`config.mk`:
```
export PLATFORM = sky130hd
export DESIGN_NAME = dff_delay_line
export DESIGN_NICKNAME = d
export VERILOG_FILES = /design/src/rtl/dff_pkg.sv /design/src/rtl/dff_stage.sv /design/src/rtl/dff_delay_line.sv
export SDC_FILE = /design/constraint.sdc
export NUM_CORES = 1
export LEC_CHECK = 0
export ABC_AREA = 1
export CAP_MARGIN = 20
export CORE_MARGIN = 2
export CORE_UTILIZATION = 65
export DETAILED_ROUTE_END_ITERATION = 8
export PLACE_DENSITY_LB_ADDON = 0.3
export SYNTH_ARGS = -nofsm -noshare
export SYNTH_HDL_FRONTEND = slang
export SYNTH_SLANG_ARGS = --single-unit
```
`constraint.sdc`:
```
create_clock -name CLK -period 16.55 [get_ports CLK]
set_input_delay 3.31 -clock CLK [delete_from_list [all_inputs] [get_ports CLK]]
set_output_delay 3.31 -clock CLK [all_outputs]
set_load 0.01 [all_outputs]
```
`src/rtl/dff_pkg.sv`:
```
// Shared types and helper functions for the programmable delay line.
package dff_pkg;

  localparam int unsigned DefWidth = 8;

  // Reference stage layout at the default data width; modules declare a WIDTH-sized twin.
  typedef struct packed {
    logic                valid;
    logic [DefWidth-1:0] data;
  } stage_t;

  function automatic int unsigned clog2(input int unsigned value);
    int unsigned result;
    result = 0;
    while ((64'd1 << result) < 64'(value)) result++;
    return result;
  endfunction

  // A zero delay still costs one register; anything past the last stage saturates.
  function automatic int unsigned clamp_delay(input int unsigned req, input int unsigned depth);
    if (req == 0) return 1;
    if (req > depth) return depth;
    return req;
  endfunction

endpackage

```
`src/rtl/dff_stage.sv`:
```
// One {valid, data} register of the delay line with enable and synchronous valid-clear.
module dff_stage #(
  parameter int unsigned WIDTH = 8
) (
  input  logic             clk_i,
  input  logic             rst_i,
  input  logic             en_i,
  input  logic             clr_i,
  input  logic             valid_i,
  input  logic [WIDTH-1:0] data_i,
  output logic             valid_o,
  output logic [WIDTH-1:0] data_o
);

  logic             valid_q;
  logic [WIDTH-1:0] data_q;

  // Clearing drops only the valid flag; stale data stays masked at the tap.
  always_ff @(posedge clk_i or posedge rst_i) begin
    if (rst_i) begin
      valid_q <= 1'b0;
      data_q  <= '0;
    end else if (clr_i) begin
      valid_q <= 1'b0;
    end else if (en_i) begin
      valid_q <= valid_i;
      data_q  <= data_i;
    end
  end

  assign valid_o = valid_q;
  assign data_o  = data_q;

endmodule

```
`src/rtl/dff_delay_line.sv`:
```
// Runtime-programmable delay line: DEPTH stages, tap at stage D-1, occupancy counter.
module dff_delay_line
  import dff_pkg::*;
#(
  parameter int unsigned WIDTH = 8,
  parameter int unsigned DEPTH = 16,
  localparam int unsigned DW = clog2(DEPTH + 1)
) (
  input  logic             CLK,
  input  logic             RST,
  input  logic             i_en,
  input  logic             i_flush,
  input  logic             i_cfg_we,
  input  logic [DW-1:0]    i_delay,
  input  logic             i_valid,
  input  logic [WIDTH-1:0] i_data,
  output logic             o_valid,
  output logic [WIDTH-1:0] o_data,
  output logic [DW-1:0]    o_delay,
  output logic [DW-1:0]    o_count
);

  logic [DW-1:0] delay_q, delay_d;
  logic [DW-1:0] count_q, count_d;

  // Element 0 is the line input, element i+1 is the output of stage i.
  logic [DEPTH:0]   chain_valid;
  logic [WIDTH-1:0] chain_data [DEPTH+1];

  logic             clr;
  logic             tap_valid;
  logic [WIDTH-1:0] tap_data;

  assign clr            = i_flush | i_cfg_we;
  assign chain_valid[0] = i_valid;
  assign chain_data[0]  = i_data;

  for (genvar i = 0; i < DEPTH; i++) begin : g_stage
    dff_stage #(
      .WIDTH(WIDTH)
    ) u_stage (
      .clk_i  (CLK),
      .rst_i  (RST),
      .en_i   (i_en),
      .clr_i  (clr),
      .valid_i(chain_valid[i]),
      .data_i (chain_data[i]),
      .valid_o(chain_valid[i+1]),
      .data_o (chain_data[i+1])
    );
  end

  always_comb begin
    tap_valid = 1'b0;
    tap_data  = '0;
    for (int unsigned i = 1; i <= DEPTH; i++) begin
      if (delay_q == DW'(i)) begin
        tap_valid = chain_valid[i];
        tap_data  = chain_data[i];
      end
    end
  end

  always_comb begin
    delay_d = delay_q;
    count_d = count_q;
    if (i_cfg_we) begin
      delay_d = DW'(clamp_delay(32'(i_delay), DEPTH));
    end
    if (clr) begin
      count_d = '0;
    end else if (i_en) begin
      // Sample entering stage 0 vs. sample leaving the tap on the same edge.
      count_d = count_q + DW'(i_valid) - DW'(tap_valid);
    end
  end

  always_ff @(posedge CLK or posedge RST) begin
    if (RST) begin
      delay_q <= DW'(DEPTH);
      count_q <= '0;
    end else begin
      delay_q <= delay_d;
      count_q <= count_d;
    end
  end

  assign o_valid = tap_valid;
  assign o_data  = tap_valid ? tap_data : '0;
  assign o_delay = delay_q;
  assign o_count = count_q;

endmodule
```
==> metrics.md <==
| Metric | Value |
|---|---|
| Top cells by count, synth | nand2_1 (348), dfrtp_1 (153), o21ai_0 (104) |
| Clk Latency, worst-skew pair | 430 ps |
| Dpl cells | 1060 |
| Setup TNS | 0 ps |
| Fmax | 147 MHz |
| Num ports | 38 |
| WL/cell | 15.1 um |
| Asr flop ratio synth | 1.00 |
| Final antenna-violating net count | 0 |
| Count of input and output buffers | 37 |
| Setup Fix Bufs, Post-CTS | 0 |
| Worst hold margin | 480 ps |
| Post-synthesis sequential area ratio | 0.523 |
| Finished Layout Cells | 1092 |
| EDFF count, synth | 0 |
| Crit Path Category | reg -> out |
| Cell-internal power | 0.784 mW |
| Slew headroom | 0.304 |
| Die area | 0.0122 mm^2 |
| Sw Ratio | 0.277 |
| Height of the die | 111 um |
| Endpoints failing hold | 0 |
| Flops & latches, synth | 154 |
| Critical Path Start Type | flop |
| Starting density of the core | 0.674 |
| # rows | 38 |
| Final Util | 0.774 |
| Top cell type's share of synthesized area | 0.519 |
| Dpl hpwl | 10300 um |
| First-pass DRT Iterations | 5 |
| Logic pwr share | 0.142 |
| Final Max Slew Viols | 0 |
| Initial antenna violation count | 0 |
| Ys Warns | 0 |
| Share of layout cells above drive strength 1 | 0.0977 |
| Worst slack, placed | 10390 ps |
| All-Layer GR Usage | 0.280 |
| First-pass GRT wire length | 27700 um |
| Max stage delay on crit path | 550 ps |
| CTS clk-pin slew, worst paths | 60 ps |
| Setup Viol. Count Final | 0 |
| Area Overhead vs Synth | 14.8% |
| Status | complete, no violations |
| Placed cell area | 0.00780 mm^2 |
| Total power | 1.08 mW |
| Crit path required time | 13240 ps |
| Cell taking the most area after synthesis | dfrtp_1 |
| Remaining DRCs | 0 |
| Final worst slack | 9750 ps |
| Design area | 0.00847 mm^2 |
| Post-Syn Area | 0.00738 mm^2 |
| Power Density | 128 mW/mm^2 |
| Crit path DAT | 3490 ps |
| Min Clock Period, post-route | 6800 ps |
| Clock power frac | 0.399 |
| Final wirelength | 16500 um |
| Initial DRC count | 555 |
| Maxcap violations | 0 |
| Clock sink count | 154 |
| Remaining Overflow, GRT | 0 |
| CTS tree | built |
| Post-synth net total | 941 |
| Placer Congestion | 0.832 |
| Worst vdd ir | 79.7 uV |
| Final Cycle Share | 0.411 |
| Synth Flop Type | dfrtp_1 |
| ANT cells | 0 |
| Most common cell in the netlist | nand2_1 |
| Clock skew | 4.47 ps |
| Worst-margin pin slew | 1040 ps |
| P_sw | 0.301 mW |
| CTS buffer count | 17 |
| Resize count post-CTS | 0 |
| CP cell instances | nor2_2, inv_2, nor2_8, nand2_1, nand2_1, nand4_1, nor3_1, nand4_1, nor2_1, nand4_1, nand2_1, nor2_2, clkdlybuf4s50_1 |
| Worst-path fanout max | 15 |
| Deepest clock path buffer count | 2 |
| Core Box Area | 0.0109 mm^2 |
| Sequential power share | 0.459 |
| Die Wd | 111 um |
| Vias | 6074 |
| Distinct cells, synth | 37 |
| Crit path max-delay cell type | nor2_2 |
| H-tree Lvls | 4 |
| Critical path endpoint category | output port |
| Top cells by area, synth | dfrtp_1 (52%), nand2_1 (18%), o21ai_0 (7.1%) |
| Syn Area/Cell | 8.05 um^2 |
| Vias in the first global route | 5734 |
| Largest net degree at the start of global routing | 112 |
| Syn Inst Count | 916 |
| RSZ-0062 raised after global routing | false |
| Hold_buf cts | 0 |
| Nets | 964 |
| Clock root buffer | clkbuf_16 |
| Via density | 5.56 |
| Leakage | 3.98 nW |
| Worst hold path type | reg -> reg |
==> cells by family after synthesis <==
group	share of synthesized area
simple gates	0.269
flops	0.523
xor+xnor	0.00356
buf+inv	0.0794
compound gates	0.115
fa+ha+maj	0.0112
==> power by group through the flow <==
stage,Sequential [mW],Combinational (mW),Clock [mW]
final,0.497,0.154,0.433
after global routing,0.505,0.177,0.452
after CTS,0.497,0.155,0.434
after detailed placement,0.502,0.152,0
after global placement,0.500,0.145,0
after floorplan,0.489,0.114,0
==> flip-flops by register name, summed over array words and instances (netlist names) <==
register	cells
g_stage.u_stage.data_o	128
g_stage.u_stage.valid_o	16
o_count	5
o_delay	5
==> cells in the final DEF, fill, tap and decap left out, types with 16 or more instances in the layout <==
cell | Yosys | final
o21ai_0 | 104 | 104
nand3_1 | 16 | 16
clkdlybuf4s50_1 | 0 | 37
o22ai_1 | 22 | 22
clkbuf_16 | 0 | 17
nand4_1 | 21 | 21
nor2_1 | 20 | 20
inv_1 | 101 | 100
dfrtp_1 | 153 | 153
nand2_1 | 348 | 347
==> final timing paths <==
| check | start | slack, ps | to | cells past startpoint |
|---|---|---|---|---|
| max in group asynchronous | RST | 11850 | g_stage[3].u_stage.data_o[2] | 3 |
| min in group asynchronous | RST | 3440 | g_stage[14].u_stage.data_o[4] | 2 |
| min reg2reg | g_stage[15].u_stage.data_o[7] | 480 | g_stage[15].u_stage.data_o[7] | 2 |
| max | o_delay[3] | 9750 | o_data[2] | 13 |
| min | g_stage[15].u_stage.data_o[7] | 480 | g_stage[15].u_stage.data_o[7] | 2 |
| max reg2reg | o_delay[3] | 12520 | o_count[4] | 22 |
==> routing by layer <==
layer / wire [um] / share of wire / track usage
met1: 7100 / 0.43 / 0.379
met2: 8180 / 0.50 / 0.451
met3: 884 / 0.054 / 0.0576
met4: 350 / 0.021 / 0.106
met5: 0 / 0 / 0
==> worst max-delay path: cells and delay by family (launching register included) <==
| family | cells | cell delay, ps |
|---|---|---|
| buffers and inverters | 2 | 660 |
| flip-flops | 1 | 490 |
| AND/OR/NAND/NOR | 11 | 1890 |
==> cell type report <==
cell class                 instances  area (um^2)
sequential                       154         3850
multi-input combinational        612         2940
fill                             773         2470
clock buffer                      20          467
inverter                         114          439
timing repair buffer              40          393
clock inverter                    12          194
tap                              140          175
No activity file was read; power rests on OpenSTA's default activity.
